File: src/rtl/alu_dec_pkg.sv
// Shared encodings for the RISC-V ALU control decoder: ALUOp, funct3 and ALUControl codes.
package alu_dec_pkg;

    localparam int unsigned ALU_CTRL_W = 3;
    localparam int unsigned ALU_OP_W   = 2;
    localparam int unsigned F3_W       = 3;
    localparam int unsigned CNT_W      = 8;

    // ALUOp from the main decoder; both 1x encodings mean arithmetic/logic
    localparam logic [ALU_OP_W-1:0] ALUOP_MEM    = 2'b00;
    localparam logic [ALU_OP_W-1:0] ALUOP_BR     = 2'b01;
    localparam logic [ALU_OP_W-1:0] ALUOP_ARITH  = 2'b10;
    localparam logic [ALU_OP_W-1:0] ALUOP_ARITH1 = 2'b11;

    localparam logic [ALU_CTRL_W-1:0] ALU_ADD = 3'b000;
    localparam logic [ALU_CTRL_W-1:0] ALU_SUB = 3'b001;
    localparam logic [ALU_CTRL_W-1:0] ALU_AND = 3'b010;
    localparam logic [ALU_CTRL_W-1:0] ALU_OR  = 3'b011;
    localparam logic [ALU_CTRL_W-1:0] ALU_XOR = 3'b100;
    localparam logic [ALU_CTRL_W-1:0] ALU_SLT = 3'b101;
    localparam logic [ALU_CTRL_W-1:0] ALU_SLL = 3'b110;
    localparam logic [ALU_CTRL_W-1:0] ALU_SRL = 3'b111;

    localparam logic [F3_W-1:0] F3_ADD  = 3'b000;
    localparam logic [F3_W-1:0] F3_SLL  = 3'b001;
    localparam logic [F3_W-1:0] F3_SLT  = 3'b010;
    localparam logic [F3_W-1:0] F3_SLTU = 3'b011;
    localparam logic [F3_W-1:0] F3_XOR  = 3'b100;
    localparam logic [F3_W-1:0] F3_SR   = 3'b101;
    localparam logic [F3_W-1:0] F3_OR   = 3'b110;
    localparam logic [F3_W-1:0] F3_AND  = 3'b111;

endpackage

File: src/rtl/alu_dec_comb.sv
// Pure combinational ALU control decode; anything unsupported or unknown reports illegal with ADD.
module alu_dec_comb
    import alu_dec_pkg::*;
(
    input  logic [ALU_OP_W-1:0]   alu_op,
    input  logic [F3_W-1:0]       funct3,
    input  logic                  funct7b5,
    input  logic                  opb5,
    output logic [ALU_CTRL_W-1:0] alu_ctrl_c,
    output logic                  illegal_c
);

    always_comb begin
        alu_ctrl_c = ALU_ADD;
        illegal_c  = 1'b0;
        case (alu_op)
            ALUOP_MEM: alu_ctrl_c = ALU_ADD;
            ALUOP_BR:  alu_ctrl_c = ALU_SUB;
            ALUOP_ARITH, ALUOP_ARITH1: begin
                case (funct3)
                    F3_ADD: begin
                        // Only R-type with bit 30 set is sub; unknown bits fall to illegal
                        case ({opb5, funct7b5})
                            2'b11:               alu_ctrl_c = ALU_SUB;
                            2'b00, 2'b01, 2'b10: alu_ctrl_c = ALU_ADD;
                            default:             illegal_c  = 1'b1;
                        endcase
                    end
                    F3_SLT: alu_ctrl_c = ALU_SLT;
                    F3_OR:  alu_ctrl_c = ALU_OR;
                    F3_AND: alu_ctrl_c = ALU_AND;
                    F3_XOR: alu_ctrl_c = ALU_XOR;
                    F3_SLL: alu_ctrl_c = ALU_SLL;
                    F3_SR: begin
                        // sra/srai have no ALU code in this core
                        case (funct7b5)
                            1'b0:    alu_ctrl_c = ALU_SRL;
                            default: illegal_c  = 1'b1;
                        endcase
                    end
                    F3_SLTU: illegal_c = 1'b1;
                    default: illegal_c = 1'b1;
                endcase
            end
            default: illegal_c = 1'b1;
        endcase
    end

endmodule

File: src/rtl/alu_ctrl_decoder.sv
// ALU control decoder with optional output register stage (OUT_REG).
// Optional illegal-decode counter and sticky flag enabled by macro ALU_DEC_ILLEGAL_CNT_EN.
module alu_ctrl_decoder
    import alu_dec_pkg::*;
#(
    parameter int unsigned ALUCTRL_W = 3,
    parameter bit          OUT_REG   = 1'b1
) (
    input  logic                 clk,
    input  logic                 reset,
    input  logic                 in_valid,
    input  logic                 opb5,
    input  logic [2:0]           funct3,
    input  logic                 funct7b5,
    input  logic [1:0]           ALUOp,
    output logic [ALUCTRL_W-1:0] ALUControl,
    output logic                 out_valid,
`ifdef ALU_DEC_ILLEGAL_CNT_EN
    output logic [7:0]           illegal_cnt,
    output logic                 illegal_sticky,
`endif
    output logic                 illegal
);

    logic [ALU_CTRL_W-1:0] dec_ctrl_c;
    logic                  dec_illegal_c;

    alu_dec_comb u_comb (
        .alu_op     (ALUOp),
        .funct3     (funct3),
        .funct7b5   (funct7b5),
        .opb5       (opb5),
        .alu_ctrl_c (dec_ctrl_c),
        .illegal_c  (dec_illegal_c)
    );

    if (OUT_REG) begin : g_reg
        logic [ALU_CTRL_W-1:0] alu_ctrl_d, alu_ctrl_q;
        logic                  illegal_d, illegal_q;
        logic                  out_valid_d, out_valid_q;

        // Decoded fields load only on valid cycles; otherwise the last decode is held
        always_comb begin
            alu_ctrl_d  = alu_ctrl_q;
            illegal_d   = illegal_q;
            out_valid_d = in_valid;
            if (in_valid) begin
                alu_ctrl_d = dec_ctrl_c;
                illegal_d  = dec_illegal_c;
            end
        end

        always_ff @(posedge clk) begin
            if (reset) begin
                alu_ctrl_q  <= ALU_ADD;
                illegal_q   <= 1'b0;
                out_valid_q <= 1'b0;
            end else begin
                alu_ctrl_q  <= alu_ctrl_d;
                illegal_q   <= illegal_d;
                out_valid_q <= out_valid_d;
            end
        end

        assign ALUControl = alu_ctrl_q;
        assign illegal    = illegal_q;
        assign out_valid  = out_valid_q;
    end else begin : g_comb
        assign ALUControl = dec_ctrl_c;
        assign illegal    = dec_illegal_c;
        assign out_valid  = in_valid;
    end

`ifdef ALU_DEC_ILLEGAL_CNT_EN
    logic [CNT_W-1:0] cnt_d, cnt_q;
    logic             sticky_d, sticky_q;

    // Saturating count of accepted illegal decodes, plus a set-until-reset flag
    always_comb begin
        cnt_d    = cnt_q;
        sticky_d = sticky_q;
        if (in_valid && dec_illegal_c) begin
            sticky_d = 1'b1;
            if (cnt_q != {CNT_W{1'b1}}) begin
                cnt_d = cnt_q + CNT_W'(1);
            end
        end
    end

    always_ff @(posedge clk) begin
        if (reset) begin
            cnt_q    <= '0;
            sticky_q <= 1'b0;
        end else begin
            cnt_q    <= cnt_d;
            sticky_q <= sticky_d;
        end
    end

    assign illegal_cnt    = cnt_q;
    assign illegal_sticky = sticky_q;
`endif

endmodule

File: config.mk
export PLATFORM = sky130hd
export DESIGN_NAME = alu_ctrl_decoder
export DESIGN_NICKNAME = d
export VERILOG_FILES = /design/src/rtl/alu_dec_pkg.sv /design/src/rtl/alu_dec_comb.sv /design/src/rtl/alu_ctrl_decoder.sv
export SDC_FILE = /design/constraint.sdc
export NUM_CORES = 1
export LEC_CHECK = 0
export CAP_MARGIN = 0
export CORE_AREA = 2 2 39 41
export DETAILED_ROUTE_END_ITERATION = 10
export DIE_AREA = 0 0 41 43
export GPL_ROUTABILITY_DRIVEN = 0
export SYNTH_ARGS = -nofsm -noshare
export SYNTH_HDL_FRONTEND = slang
export SYNTH_SLANG_ARGS = --single-unit
File: constraint.sdc
create_clock -name clk -period 1.04 [get_ports clk]
set_input_delay 0.156 -clock clk [delete_from_list [all_inputs] [get_ports clk]]
set_output_delay 0.156 -clock clk [all_outputs]
set_load 0.05 [all_outputs]
== Word-level counts from Yosys, hierarchy flattened ==
Cells that the tools add are included.

* Add/subtract/negate cells: 0
* Multipliers: 0
* Div/mod/pow operators: 0
* $lt $le $gt $ge: 0
* Eq/ne operators: 13
* Shift operators: 0
* Multiplexer cells: 7
* Bitwise logic cells: 0
* Reduce and logical (&&, ||, !) cells: 5

{| class="wikitable"
|+ Operator list
! kind !! count
|-
| case mux 3 bit (7 select lines) || 1
|-
| equality test 3 bit, second input constant || 4
|-
| case mux 3 bit (3 select lines) || 1
|-
| equality test 2 bit, second input constant || 4
|-
| equality test 3 x 2 -> 1 bit, second input constant || 2
|-
| case mux 3 bit (2 select lines) || 1
|-
| equality test 2 x 1 -> 1 bit, second input constant || 2
|-
| zero test 2 bit || 2
|-
| equality test 3 x 1 -> 1 bit, second input constant || 1
|-
| zero test 3 bit || 1
|-
| two-way mux 3 bit || 1
|-
| OR reduction 3 bit || 1
|-
| two-way mux 1 bit || 2
|-
| case mux 1 bit (2 select lines) || 1
|-
| OR reduction 2 bit || 1
|}

* Bits in registers: 5
* Bits in latches: 0
* Bits in writable memories: 0
* ROM bits: 0
* Input port bits: 10
* Output and inout port bits: 5
* Memories kept: 0

== Depth between registers and ports, before layout ==
Gate-level depths: netlist of the first run.

* Word-level depth: 5
* Mapped depth: 4
* Mapped depth without buffers: 4

== By module ==
From an unflattened synthesis of the first run, not the netlist that was laid out.

* Cells, all modules: 33
* Area total of the unflattened synthesis: 276.5 um^2

{| class="wikitable"
|+ By module, submodules not included
! module !! instances !! cells each !! area an instance (um^2)
|-
| alu_ctrl_decoder || 1 || 15 || 172.7
|-
| alu_dec_comb || 1 || 18 || 103.8
|}

== Worst setup path after synthesis of the first run ==
OpenSTA, ideal clock, no wires.

* Path type: register -> register
* From: reg ALUControl[0] (netlist name)
* To: reg g_reg.alu_ctrl_q[0] (netlist: ALUControl[0])
* Data arrival time: 0.915 ns
* Slack: 0.033 ns
* Cell stages (with the launch flop): 3
* Path through: dfxtp_1 > inv_1 > o32ai_1

{| class="wikitable"
|+ RTL lines
! what !! RTL line !! RTL
|-
| end signal, assigned || alu_ctrl_decoder.sv:59 || <nowiki>alu_ctrl_q <= alu_ctrl_d;</nowiki>
|-
| end, declared || alu_ctrl_decoder.sv:38 || <nowiki>logic [ALU_CTRL_W-1:0] alu_ctrl_d, alu_ctrl_q;</nowiki>
|}

== Worst setup path after layout of the first run ==
* From: in funct3[2]
* To: reg g_reg.alu_ctrl_q[0] (netlist: ALUControl[0])

* Word-level cells in the longest chain between the ends: 3

{| class="wikitable"
|+ RTL lines
! what !! RTL line !! RTL
|-
| start, declared || alu_ctrl_decoder.sv:13 || <nowiki>input logic [2:0] funct3,</nowiki>
|-
| equality test 3 bit (tied with other cells) || alu_dec_comb.sv:20 || <nowiki>case (funct3)</nowiki>
|-
| case mux 3 bit (7 select lines) * || alu_dec_comb.sv:20 ||
|-
| case mux 3 bit (3 select lines) * || alu_dec_comb.sv:16 || <nowiki>case (alu_op)</nowiki>
|}

Every way passes the cells marked *; elsewhere a longest branch is shown, timed or not.
A chain may end at the register's enable or synchronous reset.

==> flow_metrics.tcl, run 1 <==
set metrics [dict create \
    gr-total-overflow 0 \
    status "finished, final reports clean" \
    cts-root-buf "clkbuf_4" \
    clk_latency_ns 0.24 \
    antenna_left 0 \
    top_layer_used "met4" \
    min_path_type "in2reg" \
    htree_levels 1 \
    drc_errors 0 \
    track_usage_pct 11.0 \
    period_share_pct 93.5 \
    synthCells 30 \
    dr_total_vias 324 \
    hold_viol_final 0 \
    grt_pass1_vias 330 \
    grt_max_degree 8 \
    yosys_most_used_dff "dfxtp_1" \
    ys_top_cells_by_area "dfxtp_1, a21oi_1, nand2b_1" \
    grt_pass1_wl_um 1210 \
    rrSetupSlack_ns 0.29 \
    worstPathArrival_ns 1.13 \
    drt-total-wl_um 681 \
    syn-num-nets 40 \
    cts_tree "done" \
    drt_iter0_drc 3 \
    critPathLaunchType "primary input" \
    skew_ns 0 \
    fp.dieW_um 41 \
    leakagePower_nw 0.237 \
    synth_top_cell_area_share_pct 40.2 \
    holdWs_ns 0.275 \
    cap_violations 0 \
    initial_core_util_pct 18.0 \
    hold_end "out_valid" \
    yosysTopAreaCell "dfxtp_1" \
    tns_ns 0 \
    drive_above_1_share_pct 33.3 \
    slew_headroom_pct 85.4 \
    dp.final_hpwl_um 574 \
    clk_pin_slew_ns 0.04 \
    cp-end-kind "flip-flop" \
    setup_viol 0 \
    dieArea_um2 1760 \
    synth.distinct_cells 16 \
    antenna_found_initial 0 \
    drtPass1Iterations 4 \
    n_antenna_cell 0 \
    regToRegStartpoint "ALUControl[0]" \
    met1Wirelength_um 245 \
    pin_count 15 \
    r2r_cells 2 \
    die_h_um 43 \
    clock_path_buffers 2 \
    fin_nets 68 \
    hold_depth 2 \
    critPathKind "in2reg" \
    final_cell_count_no_fill 73 \
    fin_crit_ns 0.972 \
    r2r_end "ALUControl[0]" \
    syn-cell-area_um2 249 \
    synth-edff-count 0 \
    min_from "in_valid" \
    rows 14 \
    met2WireLength_um 359 \
    synth-seq-cells 5 \
    synth_commonest_cells "a21oi_1, dfxtp_1, nand2b_1" \
    area_growth_pct 125 \
    wl_per_cell_um 9.33 \
    ir_drop_mv 0.402 \
    io_buffers 14 \
    maxSlewViolCount 0 \
    syn_avg_cell_area_um2 8.30 \
    ctsHoldBuffers 0 \
    yosysWarnings 0 \
    rsz0062_at_grt "false" \
    cp_data_required_time_ns 1.20 \
    core_area_um2 1380 \
    yosysSeqAreaShare_pct 40.2 \
    p_per_area_nw_per_um2 1080 \
    numCtsBuffers 3 \
    cts_sinks 5 \
    wl_met3_um 56 \
    tightest_slew_ns 0.217 \
    place_inst 69 \
    async_flop_share_pct 0 \
    via_per_inst 4.44 \
    max_freq_mhz 1030 \
    path_max_fanout 2 \
]
## per-stage QoR
stage | setup WS (ns) | instance area, µm² | utilization [%] | total power, mW
floorplan | 0.0329 | 249 | - | 0.267
global placement | -0.435 | 527 | 38.1 | 0.386
detailed placement | -0.471 | 527 | 38.1 | 0.387
CTS | 0.0363 | 556 | 40.1 | 0.619
global route | 0.0104 | 559 | 40.4 | 0.648
finish | 0.0681 | 559 | 40.4 | 0.607
## worst max path at each step
stage,startpoint,slack (ns),cells after the start,end
2_1_floorplan,ALUControl[0],0.03,2,ALUControl[0]
3_3_place_gp,funct3[2],-0.43,5,ALUControl[0]
3_5_place_dp,funct3[2],-0.47,5,ALUControl[0]
4_1_cts,funct3[2],0.04,5,ALUControl[0]
5_1_grt,ALUOp[1],0.01,5,ALUControl[2]
6_report,funct3[2],0.07,5,ALUControl[0]
## layout make-up
| type | count | area [µm²] |
|---|---|---|
| Fill cell | 148 | 825 |
| Timing Repair Buffer | 23 | 256 |
| Multi-Input combinational cell | 23 | 149 |
| Sequential cell | 5 | 100 |
| Clock buffer | 4 | 26.3 |
| Tap cell | 16 | 20.0 |
| Inverter | 2 | 7.51 |
## placed cells by master, fill, tap and decap left out
master           instances
a211oi_1                 1
a21oi_1                  5
a31oi_1                  1
buf_12                   5
buf_4                    9
clkbuf_1                 1
clkbuf_4                 3
clkdlybuf4s15_1          1
clkdlybuf4s50_1          4
dfxtp_1                  5
dlygate4sd2_1            3
dlymetal6s2s_1           1
inv_1                    1
inv_2                    1
nand2_1                  2
nand2b_1                 4
nand4_1                  1
nand4b_1                 1
nor2b_1                  1
nor3_1                   1
o211a_1                  1
o21ai_0                  3
o32ai_2                  1
or4b_1                   1
## report_power, final
group | leakage [nW] | switching (mW) | internal [mW] | total [mW]
clock | 0.0150 | 0.0807 | 0.145 | 0.226
sequential | 0.0410 | 0.00885 | 0.202 | 0.210
combinational | 0.181 | 0.0737 | 0.0968 | 0.170
total | 0.237 | 0.163 | 0.443 | 0.607
## registers in the layout, indices dropped and copies added, names as in the netlist
register	count
out_valid	1
illegal	1
ALUControl	3
## cells by family after synthesis
kind of cell / synth area share [%]
AOI/OAI and AO/OA: 29.1
buffers and inverters: 3.01
DFF: 40.2
and+or+nand+nor: 27.6
## timing repair
action	CTS	global route
cloned	0	0
endpoints found under the setup margin	1	2
buffers inserted	0	0
gates resized for setup	5	2
pin swaps	3	0
## worst max-delay path, stage by stage
cell and delay [ns]:
clkdlybuf4s15_1 0.19, inv_2 0.04, or4b_1 0.52, o211a_1 0.14, o32ai_2 0.08
## metal layers
| metal | vias up | GRT usage [%] |
|---|---|---|
| met5 | - | 0 |
| met4 | 0 | 14.0 |
| met3 | 2 | 3.66 |
| met2 | 14 | 15.3 |
| met1 | 140 | 10.6 |
| li1 | 168 | - |
(Power assumes the default switching activity.)
==> run 2: changes to the inputs <==
Settings changed: CORE_AREA 2 2 39 41 to 4 4 41 43, DIE_AREA 0 0 41 43 to 0 0 45 47.
==> run 2 against run 1 <==
Die area rose by 20%. Register-to-register slack barely moved. Clock skew did not move. Clock-buffer cell count did not move. Critical path depth fell by 1. Non-clock buffer count fell by 1. Via count fell by 0.62%. Flip-flop and latch count did not move.
==> flow_metrics.tcl, run 2 (synthesized netlist as in run 1, its figures left out) <==
set metrics [dict create \
    status "finished, final reports clean" \
    drc_errors 0 \
    largest_reg_flops 3 \
    worstPathArrival_ns 1.12 \
    cp_data_required_time_ns 1.19 \
    cap_violations 0 \
    final_common_cell "buf_4" \
    area_growth_pct 119 \
    numCtsBuffers 3 \
    rows 13 \
    post_cts_buffers 0 \
    min_path_type "in2reg" \
    grt_max_degree 8 \
    rsz0062_at_grt "false" \
    leakagePower_nw 0.225 \
    finalPower_mw 0.605 \
    slew_headroom_pct 85.0 \
    n_antenna_cell 0 \
    drt-total-wl_um 700 \
    antenna_left 0 \
    ctsHoldBuffers 0 \
    period_share_pct 92.9 \
    critPathLaunchType "primary input" \
    path_max_fanout 2 \
    drive_above_1_share_pct 32.1 \
    grt_pass1_vias 249 \
    tns_ns 0 \
    setup_viol 0 \
    drtPass1Iterations 5 \
    p_per_area_nw_per_um2 1110 \
    dr_total_vias 322 \
    io_buffers 14 \
    drt_iter0_drc 4 \
    dp.final_hpwl_um 567 \
    fillCellCount 140 \
    initial_core_util_pct 19.1 \
    max_freq_mhz 1040 \
    final_cell_mix "buf_4, dfxtp_1, a21oi_1, buf_12" \
    pin_count 15 \
    die_h_um 47 \
    tightest_slew_ns 0.223 \
    wl_per_cell_um 9.86 \
    core_area_um2 1300 \
    cts-root-buf "clkbuf_4" \
    cp-end-kind "flip-flop" \
    grt_pass1_wl_um 972 \
    hold_viol_final 0 \
    cp_slowest_stage_delay_ns 0.50 \
    critPathKind "in2reg" \
    fp.dieW_um 45 \
    path_cells "dlygate4sd2_1, or4b_1, o211a_1, o32ai_1" \
    skew_ns 0 \
    clk_pin_slew_ns 0.04 \
    antenna_found_initial 0 \
    clock_path_buffers 2 \
    via_per_inst 4.54 \
    fin_nets 67 \
    dieArea_um2 2120 \
    htree_levels 1 \
    fin_crit_ns 0.966 \
    slowest_stage "or4b_1" \
    maxSlewViolCount 0 \
    track_usage_pct 7.43 \
    cts_sinks 5 \
    ir_drop_mv 0.303 \
    gr-total-overflow 0 \
    cts_tree "done" \
    clk_latency_ns 0.24 \
]
run 2: cell types whose count changed in the layout (fill, tap and decap cells not counted):
cell | previous run | this run
o21ai_0 | 3 | 2
a211oi_1 | 1 | 0
a211oi_2 | 0 | 1
o21ai_1 | 0 | 1
o32ai_1 | 0 | 1
buf_4 | 9 | 8
o32ai_2 | 1 | 0
dlygate4sd2_1 | 3 | 4
dlymetal6s2s_1 | 1 | 0
run 2: final timing paths:
| kind | slack [ns] | to | startpoint | cells past startpoint |
|---|---|---|---|---|
| hold reg to reg | 0.50 | ALUControl[1] | ALUControl[1] | 2 |
| setup reg to reg | 0.29 | ALUControl[0] | ALUControl[0] | 2 |
| setup / recovery | 0.07 | ALUControl[0] | funct3[1] | 4 |
| hold / removal | 0.34 | ALUControl[0] | in_valid | 2 |
run 2: area by class of cell:
class	count	area [µm²]	area share, %
Multi-Input combinational cell	23	146	26.9
Inverter	2	7.51	1.38
Tap cell	15	18.8	3.45
Timing Repair Buffer	22	245	45.1
Clock buffer	4	26.3	4.83
Sequential cell	5	100	18.4
run 2: critical path, delay by kind of cell:
| kind | cells | cell delay [ns] |
|---|---|---|
| simple gates | 1 | 0.50 |
| buf+inv | 1 | 0.24 |
| compound gates | 2 | 0.22 |
run 2: where the power goes:
part           switching (mW)  total, mW  internal [mW]  leakage, nW
logic                  0.0746      0.167         0.0929        0.169
registers             0.00832      0.210          0.201       0.0410
clock network          0.0827      0.228          0.145       0.0150
run 2: timing repair:
action	CTS	global route
gates cloned	0	0
endpoints found under the setup margin	2	2
pin swaps	3	2
resized for setup	5	3
run 2: per-layer routing:
| metal | GRT usage (%) | share of wire (%) | up-vias |
|---|---|---|---|
| met3 | 1.53 | 8.1 | 4 |
| li1 | - | - | 165 |
| met4 | 14.0 | 5.1 | 0 |
| met5 | 0 | 0 | - |
| met2 | 11.9 | 49 | 15 |
| met1 | 5.47 | 38 | 138 |
run 2: metrics by stage:
| stage | hold WS (ns) | area, µm² | util, % | instances | setup WS, ns |
|---|---|---|---|---|---|
| after floorplan | 0.225 | 249 | - | 30 | 0.0329 |
| after global placement | 0.493 | 518 | 39.8 | 67 | -0.436 |
| after detailed placement | 0.493 | 518 | 39.8 | 67 | -0.451 |
| after CTS | 0.335 | 538 | 41.3 | 71 | 0.0494 |
| after global routing | 0.360 | 544 | 41.8 | 71 | 0.0124 |
| final | 0.340 | 544 | 41.8 | 71 | 0.0740 |
==> run 3: changes to the inputs <==
Settings changed: CORE_AREA 4 4 41 43 to 2 2 39 41, DIE_AREA 0 0 45 47 to 0 0 41 43.
==> results of run 3 <==
Final layout, timing and power as in run 1 (identical DEF).
